`src/rtl/wb_bram_arb_pkg.sv`:
```
// Shared state encoding and master indices for the two-master Wishbone-to-BRAM arbiter.
package wb_bram_arb_pkg;

  typedef enum logic [1:0] {
    ST_IDLE = 2'b00,
    ST_GNT0 = 2'b01,
    ST_GNT1 = 2'b10
  } arb_state_e;

  localparam logic M0 = 1'b0;
  localparam logic M1 = 1'b1;

  // One-hot {m1,m0} owner view of a state.
  function automatic logic [1:0] grant_of(input arb_state_e s);
    return {s == ST_GNT1, s == ST_GNT0};
  endfunction

endpackage

```
`src/rtl/wb_bram_arbiter.sv`:
```
// Round-robin, non-preemptive arbiter letting two pipelined Wishbone masters share
// one port of a 1-cycle-latency BRAM; acks follow accepted strobes by one cycle.
module wb_bram_arbiter
  import wb_bram_arb_pkg::*;
#(
  parameter int DATA_WIDTH = 32,
  parameter int ADDR_WIDTH = 10
) (
  input  logic                  i_clk,
  input  logic                  i_reset,

  input  logic                  i_m0_cyc,
  input  logic                  i_m0_stb,
  input  logic                  i_m0_we,
  input  logic [ADDR_WIDTH-1:0] i_m0_addr,
  input  logic [DATA_WIDTH-1:0] i_m0_data,
  output logic                  o_m0_stall,
  output logic                  o_m0_ack,
  output logic [DATA_WIDTH-1:0] o_m0_data,

  input  logic                  i_m1_cyc,
  input  logic                  i_m1_stb,
  input  logic                  i_m1_we,
  input  logic [ADDR_WIDTH-1:0] i_m1_addr,
  input  logic [DATA_WIDTH-1:0] i_m1_data,
  output logic                  o_m1_stall,
  output logic                  o_m1_ack,
  output logic [DATA_WIDTH-1:0] o_m1_data,

  output logic                  o_ram_en,
  output logic                  o_ram_we,
  output logic [ADDR_WIDTH-1:0] o_ram_addr,
  output logic [DATA_WIDTH-1:0] o_ram_din,
  input  logic [DATA_WIDTH-1:0] i_ram_dout,

  output logic [1:0]            o_grant
);

  arb_state_e state, state_nx;
  logic       last, last_nx;
  logic       acc0_p0, acc1_p0;
  logic       ack0_p1, ack1_p1;
  logic       own1;

  always_ff @(posedge i_clk) begin
    if (i_reset) begin
      state   <= ST_IDLE;
      last    <= M1;
      ack0_p1 <= 1'b0;
      ack1_p1 <= 1'b0;
    end else begin
      state   <= state_nx;
      last    <= last_nx;
      ack0_p1 <= acc0_p0;
      ack1_p1 <= acc1_p0;
    end
  end

  always_comb begin
    state_nx   = state;
    last_nx    = last;
    o_m0_stall = 1'b1;
    o_m1_stall = 1'b1;
    case (state)
      ST_IDLE: begin
        if (i_m0_cyc && i_m1_cyc) state_nx = (last == M1) ? ST_GNT0 : ST_GNT1;
        else if (i_m0_cyc)        state_nx = ST_GNT0;
        else if (i_m1_cyc)        state_nx = ST_GNT1;
      end
      ST_GNT0: begin
        o_m0_stall = 1'b0;
        if (!i_m0_cyc) state_nx = i_m1_cyc ? ST_GNT1 : ST_IDLE;
      end
      ST_GNT1: begin
        o_m1_stall = 1'b0;
        if (!i_m1_cyc) state_nx = i_m0_cyc ? ST_GNT0 : ST_IDLE;
      end
      default: state_nx = ST_IDLE;
    endcase
    // Pointer only moves when a grant is newly handed out; holding leaves it alone.
    if (state_nx == ST_GNT0 && state != ST_GNT0) last_nx = M0;
    if (state_nx == ST_GNT1 && state != ST_GNT1) last_nx = M1;
  end

  // Stage p0: accepted strobe drives the BRAM port directly
  assign own1    = (state == ST_GNT1);
  assign acc0_p0 = (state == ST_GNT0) & i_m0_cyc & i_m0_stb & ~i_reset;
  assign acc1_p0 = (state == ST_GNT1) & i_m1_cyc & i_m1_stb & ~i_reset;

  assign o_ram_en   = acc0_p0 | acc1_p0;
  assign o_ram_we   = (acc0_p0 & i_m0_we) | (acc1_p0 & i_m1_we);
  assign o_ram_addr = own1 ? i_m1_addr : i_m0_addr;
  assign o_ram_din  = own1 ? i_m1_data : i_m0_data;

  // Stage p1: BRAM data returns; ack dropped if the master abandoned its cycle
  assign o_m0_ack  = ack0_p1 & i_m0_cyc & ~i_reset;
  assign o_m1_ack  = ack1_p1 & i_m1_cyc & ~i_reset;
  assign o_m0_data = o_m0_ack ? i_ram_dout : '0;
  assign o_m1_data = o_m1_ack ? i_ram_dout : '0;

  assign o_grant = grant_of(state);

endmodule

```
`config.mk`:
```
export PLATFORM = sky130hd
export DESIGN_NAME = wb_bram_arbiter
export DESIGN_NICKNAME = d
export VERILOG_FILES = /design/src/rtl/wb_bram_arb_pkg.sv /design/src/rtl/wb_bram_arbiter.sv
export SDC_FILE = /design/constraint.sdc
export NUM_CORES = 1
export LEC_CHECK = 0
export ABC_AREA = 1
export CORE_AREA = 10 10 83 85
export CTS_CLUSTER_SIZE = 12
export DETAILED_ROUTE_END_ITERATION = 10
export DIE_AREA = 0 0 93 95
export DONT_BUFFER_PORTS = 1
export MAX_ROUTING_LAYER = met4
export PLACE_DENSITY = 0.38
export SYNTH_ARGS = -nofsm -noshare
export SYNTH_HDL_FRONTEND = slang
export SYNTH_SLANG_ARGS = --single-unit
export TNS_END_PERCENT = 1
```
`constraint.sdc`:
```
create_clock -name i_clk -period 1.7 [get_ports i_clk]
set_input_delay 0.34 -clock i_clk [delete_from_list [all_inputs] [get_ports i_clk]]
set_output_delay 0.34 -clock i_clk [all_outputs]
set_load 0.005 [all_outputs]
```
Yosys cells after proc, flatten, opt, wreduce, memory -nomap -nowiden --
Index checks and enable logic that the tools add are counted.
Cells by class: eq/ne operators 6, mux-type cells 15, bitwise gates (word level) 15, reductions and logical operators 5
Operators by type and width (number):
- 32-bit two-way mux | 3
- 2-bit two-way mux | 7
- 1-bit bitwise AND | 12
- 10-bit two-way mux | 1
- 2-bit case mux with 3 select lines | 1
- 2-bit by 1-bit equality test with 1-bit output, second input constant | 2
- 2-bit equality test, second input constant | 2
- 1-bit logical AND | 3
- 1-bit two-way mux | 3
- 2-bit logical NOT | 1
- 2-bit by 1-bit != test with 1-bit output, second input constant | 1
- 2-bit != test, second input constant | 1
- 1-bit OR | 2
- 2-bit OR reduction | 1
- 1-bit inverter | 1
Storage, ports and cells: bits in registers 5, input port bits 124, output and inout port bits 114, logic and storage cells 45

Logic depth before layout (Yosys ltp) --
Gate-level depths: netlist (run 1).
depth in word-level cells 7, depth in mapped cells 7, gate-level depth less buffers 7

Worst setup path after synthesis (run 1) --
Ideal clock, no wire load.
kind reg-to-output, start register state[1], end output o_ram_din[22], arrival time 975 ps, data required time 1360 ps, slack 385 ps, stages on the path, launching flop included 7, buffers on the path 1, cell sequence dfxtp_1 inv_2 nor2_8 inv_2 buf_6 nand2_1 nand2_1
On the way: word-level cells in the longest chain between the ends 2
RTL lines:
- from (decl) | RTL line wb_bram_arbiter.sv:39 | arb_state_e state, state_nx;
- from (signal assigned) | RTL line wb_bram_arbiter.sv:52 | state <= state_nx;
- 2-bit equality test | RTL line wb_bram_arbiter.sv:86 | assign own1 = (state == ST_GNT1);
- 32-bit two-way mux | RTL line wb_bram_arbiter.sv:93 | assign o_ram_din = own1 ? i_m1_data : i_m0_data;
- to (decl) | RTL line wb_bram_arbiter.sv:33 | output logic [DATA_WIDTH-1:0] o_ram_din,
No other way between the ends.

Worst setup path after layout (run 1) --
start register state[1], end output o_ram_din[21]
Same word-level chain as after synthesis.

==> results.md, run 1 <==
- Worst ir drop on vdd: 0.343 mV
- Cts bufs inserted: 3
- Combined flip-flop and latch cell area: 101 um2
- Detailed-route wire length: 6.15 mm
- Routed len/inst: 17.1 um
- Static leakage: 0.971 nW
- RSZ-0062 raised after global routing: no
- Die ar.: 8840 um2
- Post-route clock skew: 0.00128 ns
- Part of the total power dissipated in sequential elements: 0.211
- Gate count of the mapped netlist: 284
- Result of the run: completed
- Count of final max-slew check failures: 0
- Least-Margin Pin Slew: 0.313 ns
- Antenna violation net count after detailed routing: 0
- Worst reg-to-reg setup slack: 0.67 ns
- FF-to-FF End: last
- Post-layout total power: 0.639 mW
- Root cell of the clock tree: sky130_fd_sc_hd__clkbuf_8
- Fraction of power consumed by combinational cells: 0.442
- Number of detailed-route iterations in the first pass: 4
- Mapped cell area: 1240 um2
- Pwr/cell area: 460 nW/um2
- Number of antenna violations at the first check in global routing: 0
- Final worst-path cycle share: 0.947
- Synthesized flop and latch total: 5
- Floorplan die height: 95 um
- TritonCTS sink count: 5
- Total of max-cap violations: 0
- Detailed Route Iter0 Violations: 60
- Overflow left after global routing: 0
- Fraction of final layout cells with drive strength greater than 1: 0.0767
- Final hold violation count: 0
- Area occupied by multi-input gates: 862 um2
- Drc violations: 0
- Clock-pin slew on the worst setup and hold paths: 0.04 ns
- R2R cell count: 7
- Category of the worst setup path capture point: output port
- Fillers: 610
- Avg Vias per Cell: 4.59
- Post-synthesis net count: 408
- Number of distinct library cells after synthesis: 14
- Critical path data arrival time: 1.27 ns
- Placeable core region: 5340 um2
- P_int: 0.373 mW
- Launching element type of the critical path: flip-flop
- Ranking of synthesized cells by area: sky130_fd_sc_hd__nand2_1 42%, sky130_fd_sc_hd__nor2_1 20%, sky130_fd_sc_hd__inv_1 13%
- Max Clk Rate: 0.621 GHz
- Maximum fanout along the worst path: 31
- HPWL Detailed: 5.49 mm
- CTS HTree Levels: 1
- Setup total negative slack: 0 ns
- Ys Warns: 0
- Routability Congestion: 0.871
- DR vias: 1649
- Effective utilization at floorplan: 0.232
- Top cell type's share of synthesized area: 0.422
- Type of the tightest min-delay check: in -> reg
- TritonCTS clock tree: built
- Power share of the clock group: 0.347
- Net count reported at finish: 412
- WS Path Type: reg -> out
- Total net switching power: 0.267 mW
- Post-Place Cells: 355
- Largest net degree at the start of global routing: 44
- Area added between synthesis and finish: 12.3%
- Relative max-transition margin: 0.791
- Max Root-Sink Buffers: 2
- Width of the die: 93 um
- Endpoints failing setup: 0
- Total global routing track utilization: 0.119
- Final antenna diode count: 0
- Worst-Skew Late Latency: 0.22 ns
- Number of rows in the core area: 27
- Synthesized area per cell: 4.35 um2
- Post-synthesis cell type with the largest combined area: sky130_fd_sc_hd__nand2_1
- Post-CTS setup buffer count: 0
- Sequential element share of the synthesized area: 0.0810
- Shortest clock period the worst path allows after layout: 1.61 ns
- Top-level port count: 238
- Source of the worst register-to-register timing path: state[0]
- Post-Layout Cell Count: 359
- Number of buffers inserted by port buffering: 0
- Global-route wire length before repair: 8.53 mm
- Startpoint of the most critical setup path: state[1]
- Destination of the critical timing path: o_ram_din[21]
- Switching Share: 0.417
- Via count of the first global-routing pass: 1641
- Required time at the endpoint of the critical path: 1.36 ns
-- stage by stage --
step / utilization / hold slack [ns] / instance area, um2 / setup WS [ns]
3_5_place_dp: 0.251 / 0.494 / 1340 / 0.242
4_1_cts: 0.260 / 0.300 / 1390 / 0.0103
2_1_floorplan: - / 0.449 / 1240 / 0.385
3_3_place_gp: 0.251 / 0.483 / 1340 / 0.250
6_report: 0.260 / 0.300 / 1390 / 0.0905
5_1_grt: 0.260 / 0.328 / 1390 / 0.00136
-- cells in the mapped netlist, drive strengths merged --
cell type  number
nand3           7
o21ai           1
nand2         139
dfxtp           5
nand4           2
a21oi           1
clkbuf          6
nor2           69
buf             9
inv            45
-- state kept, by name (all words and copies together), names as in the netlist --
name	count
ack0_p1	1
ack1_p1	1
last	1
state	2
-- cells in the final DEF (no fill, tap or decap), drive strengths merged --
cell,instances
nor2,69
a21oi,1
nand3,7
nand2,139
nand4,2
dfxtp,5
clkbuf,4
inv,45
buf,14
o21ai,1
-- metal layers --
layer,GRT usage,vias up,part of all wire
met5,-,-,0
met4,0.00514,0,0
met3,0.0777,0,0.15
met2,0.228,147,0.53
met1,0.0989,691,0.32
li1,-,811,-
-- worst max-delay path, stage by stage (launching register included) --
cell                      delay [ns]
sky130_fd_sc_hd__dfxtp_1        0.31
sky130_fd_sc_hd__inv_2          0.11
sky130_fd_sc_hd__nor2_8         0.05
sky130_fd_sc_hd__inv_2          0.19
sky130_fd_sc_hd__buf_12         0.21
sky130_fd_sc_hd__nand2_1        0.08
sky130_fd_sc_hd__nand2_1        0.09
-- power by group through the flow --
stage | clock, mW | combinational, mW | sequential, mW
global route | 0.240 | 0.328 | 0.136
floorplan | 0 | 0.243 | 0.137
CTS | 0.228 | 0.292 | 0.134
finish | 0.222 | 0.283 | 0.135
global placement | 0 | 0.288 | 0.136
detailed placement | 0 | 0.289 | 0.136
-- worst min-delay path by stage --
stage | from | endpoint | depth (start not counted)
final | i_m0_cyc | ack0_p1 | 2
after global routing | i_m0_cyc | state[0] | 2
after CTS | i_m0_cyc | ack0_p1 | 2
after detailed placement | last | last | 2
after global placement | last | last | 2
after floorplan | last | last | 2
-- area by class of cell --
| cell class | count | area share |
|---|---|---|
| repair buffers | 14 | 0.0874 |
| inverters | 45 | 0.122 |
| clock buffers | 4 | 0.0324 |
| flip-flops and latches | 5 | 0.0730 |
| multi-input cells | 219 | 0.621 |
| well taps | 72 | 0.0649 |
-- cells by family (layout without fill, tap and decap cells) --
logic type | after synthesis | count (layout) | share of synthesized area
DFF | 5 | 5 | 0.0810
and+or+nand+nor | 217 | 217 | 0.689
buffers and inverters | 60 | 63 | 0.222
AOI/OAI and AO/OA | 2 | 2 | 0.00809
-- timing repair --
action                                  CTS  global route
hold buffers                              0             0
endpoints found under the setup margin    1            31
gates resized for setup                   1             1
hold endpoints to repair                  0             0
Power figures use the tool's default switching activity.
==> inputs of run 2 (changes only) <==
REMOVE_ABC_BUFFERS = 1   (was not set)
==> run 2 against run 1 <==
Net effect: clock-buffer cell count did not move; die area is the same; critical path type unchanged; combinational power increased by 8.5%; clock power down 2%; register-to-register slack improved by 0.03 ns.
==> results.md, run 2 (synthesis gave the netlist of run 1 again) <==
- Result of the run: completed
- Final design utilization: 0.301
- Area added between synthesis and finish: 30.1%
- Cts bufs inserted: 3
- CTS HTree Levels: 1
- Count of final max-slew check failures: 0
- Worst ir drop on vdd: 0.235 mV
- Critical path data arrival time: 1.27 ns
- Least-Margin Pin Slew: 0.248 ns
- Effective utilization at floorplan: 0.232
- Max Clk Rate: 0.620 GHz
- Summed area of non-filler cells in the final layout: 1610 um2
- R2R cell count: 6
- Detailed-route wire length: 6.87 mm
- Register with the most flip-flops: state
- Die ar.: 8840 um2
- Hold Path End: ack0_p1
- Hold-critical path depth: 2
- Clock-pin slew on the worst setup and hold paths: 0.04 ns
- Global-route wire length before repair: 9.40 mm
- Instance area after placement: 1540 um2
- DR vias: 1745
- Stages on worst setup path: 6
- Routed len/inst: 17.9 um
- Final-layout worst hold slack: 0.307 ns
- Number of rows in the core area: 27
- WS Path Type: reg -> out
- Fraction of final layout cells with drive strength greater than 1: 0.148
- TritonCTS sink count: 5
- HPWL Detailed: 6.13 mm
- Width of the die: 93 um
- Fillers: 610
- Antenna violation net count after detailed routing: 0
- Min-Delay Startpoint: i_m0_cyc
- Number of flip-flops under the largest register name: 2
- Worst reg-to-reg setup slack: 0.70 ns
- Highest-delay cell along the critical path: sky130_fd_sc_hd__dfxtp_1
- Max Root-Sink Buffers: 2
- Drc violations: 0
- Final hold violation count: 0
- Chain of cells forming the critical path: inv_2, nor2_8, inv_6, buf_12, nand2_1, nand2_1
- FF-to-FF End: last
- Post-layout total power: 0.660 mW
- Relative max-transition margin: 0.835
- Leading cell type in the layout, fill and taps excluded: sky130_fd_sc_hd__nand2_1
- Detailed Route Iter0 Violations: 54
- Final antenna diode count: 0
- Most frequent CP cell: sky130_fd_sc_hd__nand2_1
- Maximum fanout along the worst path: 32
- Via count of the first global-routing pass: 1703
- Pwr/cell area: 411 nW/um2
- Largest net degree at the start of global routing: 35
- Kind of cell adding the most delay to the critical path: simple AND/OR/NAND/NOR gates
- Source of the worst register-to-register timing path: state[0]
- Category of the worst setup path capture point: output port
- TritonCTS clock tree: built
- Launching element type of the critical path: flip-flop
- Required time at the endpoint of the critical path: 1.36 ns
- Number of detailed-route iterations in the first pass: 4
- Top-level port count: 238
- Hold_buf cts: 0
- Final worst-path cycle share: 0.948
- Avg Vias per Cell: 4.56
- RSZ-0062 raised after global routing: yes
- Number of antenna violations at the first check in global routing: 0
- Floorplan die height: 95 um
- Post-route clock skew: 0.00194 ns
- Commonest cells after routing, fill and taps aside: 139 x sky130_fd_sc_hd__nand2_1, 67 x sky130_fd_sc_hd__nor2_1, 43 x sky130_fd_sc_hd__inv_1
- Endpoints failing setup: 0
- Maximum cell stage delay along the critical path: 0.33 ns
- Shortest clock period the worst path allows after layout: 1.61 ns
- Static leakage: 1.12 nW
- Overflow left after global routing: 0
- Total of max-cap violations: 0
- Buffer and inverter count on the worst path: 3
- Number of buffers inserted by port buffering: 0
- Root cell of the clock tree: sky130_fd_sc_hd__clkbuf_8
- Worst-Skew Late Latency: 0.22 ns
- Net count reported at finish: 436
- Routability Congestion: 0.877
- Placeable core region: 5340 um2
- Type of the tightest min-delay check: in -> reg
- Total global routing track utilization: 0.133
## run 2: cell types whose count changed in the layout (fill, tap and decap cells not counted), sizes merged
cell / delta
buf: +24
## run 2: where the power goes
group	internal, mW	total (mW)	switching [mW]
sequential	0.127	0.135	0.00802
clock	0.161	0.218	0.0575
combinational	0.0980	0.307	0.209
total	0.386	0.660	0.275
## run 2: worst max-delay path by stage
stage          slack [ns]      from       endpoint
2_1_floorplan       0.003  state[1]  o_ram_addr[0]
3_3_place_gp         0.25  state[1]  o_ram_din[12]
3_5_place_dp         0.22  state[1]  o_ram_din[17]
4_1_cts              0.02  state[0]   o_ram_din[0]
5_1_grt             -0.02  state[1]  o_ram_din[12]
6_report             0.09  state[1]   o_ram_din[0]
## run 2: repair_timing
action	in CTS	in global routing
resized for setup	1	5
endpoints found under the setup margin	5	35
gates cloned	0	0
buffers inserted	0	0
## run 2: cell type report
| type | instances | area (um2) | share of cell area |
|---|---|---|---|
| multi-input combinational | 219 | 862 | 0.536 |
| timing repair buffer | 38 | 335 | 0.209 |
| inverter | 45 | 174 | 0.108 |
| sequential | 5 | 101 | 0.0630 |
| tap | 72 | 90.1 | 0.0560 |
| clock buffer | 4 | 45.0 | 0.0280 |
## run 2: routing by layer
metal	part of all wire	up-vias	routed length, um	GRT usage
li1	-	861	-	-
met1	0.38	721	2590	0.137
met2	0.49	159	3380	0.228
met3	0.12	4	832	0.0563
met4	0.0090	0	62	0.0360
met5	0	-	0	-
## run 2: stage by stage
step | worst slack (ns) | cells | setup TNS (ns)
after floorplan | 0.00349 | 269 | 0
after global placement | 0.250 | 379 | 0
after detailed placement | 0.220 | 379 | 0
after CTS | 0.0155 | 383 | 0
after global routing | -0.0170 | 383 | -0.0726
final | 0.0878 | 383 | 0
==> inputs of run 3 (changes only) <==
PLACE_DENSITY = 0.49   (was 0.38)
==> run 3 against run 2 <==
Net effect: utilization is 4.2 points lower; sequential power hardly changed; combinational power is 8.1% lower; via count is 6.8% lower; clock skew is 0.0013 ns lower; worst hold slack better by 0.0024 ns; final cell count is 6.3% lower; register-to-register slack worse by 0.10 ns; critical path type unchanged; critical endpoint is now o_ram_din[10]; largest cell class unchanged.
==> results.md, run 3 (synthesis gave the netlist of run 1 again) <==
- Routability Congestion: 0.819
- Area added between synthesis and finish: 11.8%
- CTS HTree Levels: 1
- Worst ir drop on vdd: 0.516 mV
- Part of the total power dissipated in sequential elements: 0.211
- Antenna violation net count after detailed routing: 0
- Highest-delay cell along the critical path: sky130_fd_sc_hd__dfxtp_1
- Worst slack, placed: 0.133 ns
- Max Clk Rate: 0.633 GHz
- Net count reported at finish: 412
- Routed len/inst: 16.7 um
- P_int: 0.370 mW
- Launching element type of the critical path: flip-flop
- Source of the worst register-to-register timing path: state[0]
- Least-Margin Pin Slew: 0.366 ns
- Number of rows in the core area: 27
- Startpoint of the most critical setup path: state[1]
- Result of the run: completed
- Critical path data arrival time: 1.24 ns
- Root cell of the clock tree: sky130_fd_sc_hd__clkbuf_8
- Chain of cells forming the critical path: inv_2, nor2_8, buf_8, nand2_1, nand2_1
- Pwr/cell area: 461 nW/um2
- Setup total negative slack: 0 ns
- Final worst-path cycle share: 0.929
- Count of final max-slew check failures: 0
- DR vias: 1626
- Post-Layout Cell Count: 359
- Worst Setup Slack, final: 0.120 ns
- Leading cell type in the layout, fill and taps excluded: sky130_fd_sc_hd__nand2_1
- Fillers: 615
- TritonCTS clock tree: built
- Maximum cell stage delay along the critical path: 0.33 ns
- Die ar.: 8840 um2
- Drc violations: 0
- WS Path Type: reg -> out
- Top-level port count: 238
- Largest net degree at the start of global routing: 44
- RSZ-0062 raised after global routing: no
- TritonCTS sink count: 5
- Relative max-transition margin: 0.756
- Area occupied by multi-input gates: 862 um2
- Commonest cells after routing, fill and taps aside: 139 x sky130_fd_sc_hd__nand2_1, 67 x sky130_fd_sc_hd__nor2_1, 43 x sky130_fd_sc_hd__inv_1
- Summed area of non-filler cells in the final layout: 1380 um2
- Detailed-route wire length: 5.99 mm
- Width of the die: 93 um
- Post-CTS setup buffer count: 0
- Power share of the clock group: 0.346
- Worst-Skew Late Latency: 0.22 ns
- Via count of the first global-routing pass: 1545
- Fraction of final layout cells with drive strength greater than 1: 0.0767
- Type of the tightest min-delay check: in -> reg
- Detailed Route Iter0 Violations: 75
- Global-route wire length before repair: 8.23 mm
- Number of detailed-route iterations in the first pass: 9
- Avg Vias per Cell: 4.53
- Post-route clock skew: 0.000624 ns
- HPWL Detailed: 5.39 mm
- Most frequent CP cell: sky130_fd_sc_hd__nand2_1
- Floorplan die height: 95 um
- Placeable core region: 5340 um2
- Endpoints failing setup: 0
- Required time at the endpoint of the critical path: 1.36 ns
- Shortest clock period the worst path allows after layout: 1.58 ns
- Category of the worst setup path capture point: output port
- Combined flip-flop and latch cell area: 101 um2
- Total global routing track utilization: 0.113
- Instance area after placement: 1330 um2
- Final antenna diode count: 0
- Max Root-Sink Buffers: 2
- Final hold violation count: 0
- Number of buffers inserted by port buffering: 0
- Post-Place Cells: 355
- Maximum fanout along the worst path: 41
- Total of max-cap violations: 0
- Overflow left after global routing: 0
- Effective utilization at floorplan: 0.232
- Cts bufs inserted: 3
- Fraction of power consumed by combinational cells: 0.443
- Clock-pin slew on the worst setup and hold paths: 0.04 ns
- Number of antenna violations at the first check in global routing: 0
- Total net switching power: 0.268 mW
- Static leakage: 0.967 nW
- Switching Share: 0.420
- Register with the most flip-flops: state
- Number of flip-flops under the largest register name: 2
- Min-Delay Startpoint: i_m1_cyc
## run 3: worst max-delay path, delay by kind of cell (launching register included)
family | cells | cell delay (ns)
simple gates | 3 | 0.36
flops | 1 | 0.33
buf+inv | 2 | 0.31
## run 3: layout make-up
type                    count  area share
repair buffers             14      0.0814
inverters                  45       0.124
clock buffers               4      0.0326
flip-flops and latches      5      0.0733
well taps                  72      0.0652
multi-input cells         219       0.624
## run 3: power groups by stage
stage	Combinational [mW]	Clock (mW)	Sequential [mW]
final	0.282	0.220	0.135
after global routing	0.326	0.239	0.135
after CTS	0.285	0.226	0.134
after detailed placement	0.281	0	0.136
after global placement	0.279	0	0.135
after floorplan	0.211	0	0.137
## run 3: timing repair
item	4_1_cts	5_1_grt
hold buffers	0	0
resized for setup	2	2
setup endpoints to repair	42	9
## run 3: final timing paths
kind,to,slack [ns],cells past startpoint
min,ack1_p1,0.31,2
max,o_ram_din[10],0.12,5
min reg2reg,last,0.49,2
max reg2reg,last,0.60,7
## run 3: metrics by stage
stage          hold slack (ns)  power (mW)  utilization
2_1_floorplan            0.449       0.348            -
3_3_place_gp             0.481       0.414        0.248
3_5_place_dp             0.481       0.417        0.248
4_1_cts                  0.308       0.645        0.258
5_1_grt                  0.334       0.700        0.259
6_report                 0.310       0.637        0.259
## run 3: metal layers
layer / vias to the layer above / routed length [um] / track usage
li1: 813 / - / -
met1: 704 / 2080 / 0.116
met2: 101 / 3300 / 0.203
met3: 8 / 537 / 0.0357
met4: 0 / 76 / 0.0360
met5: - / 0 / -
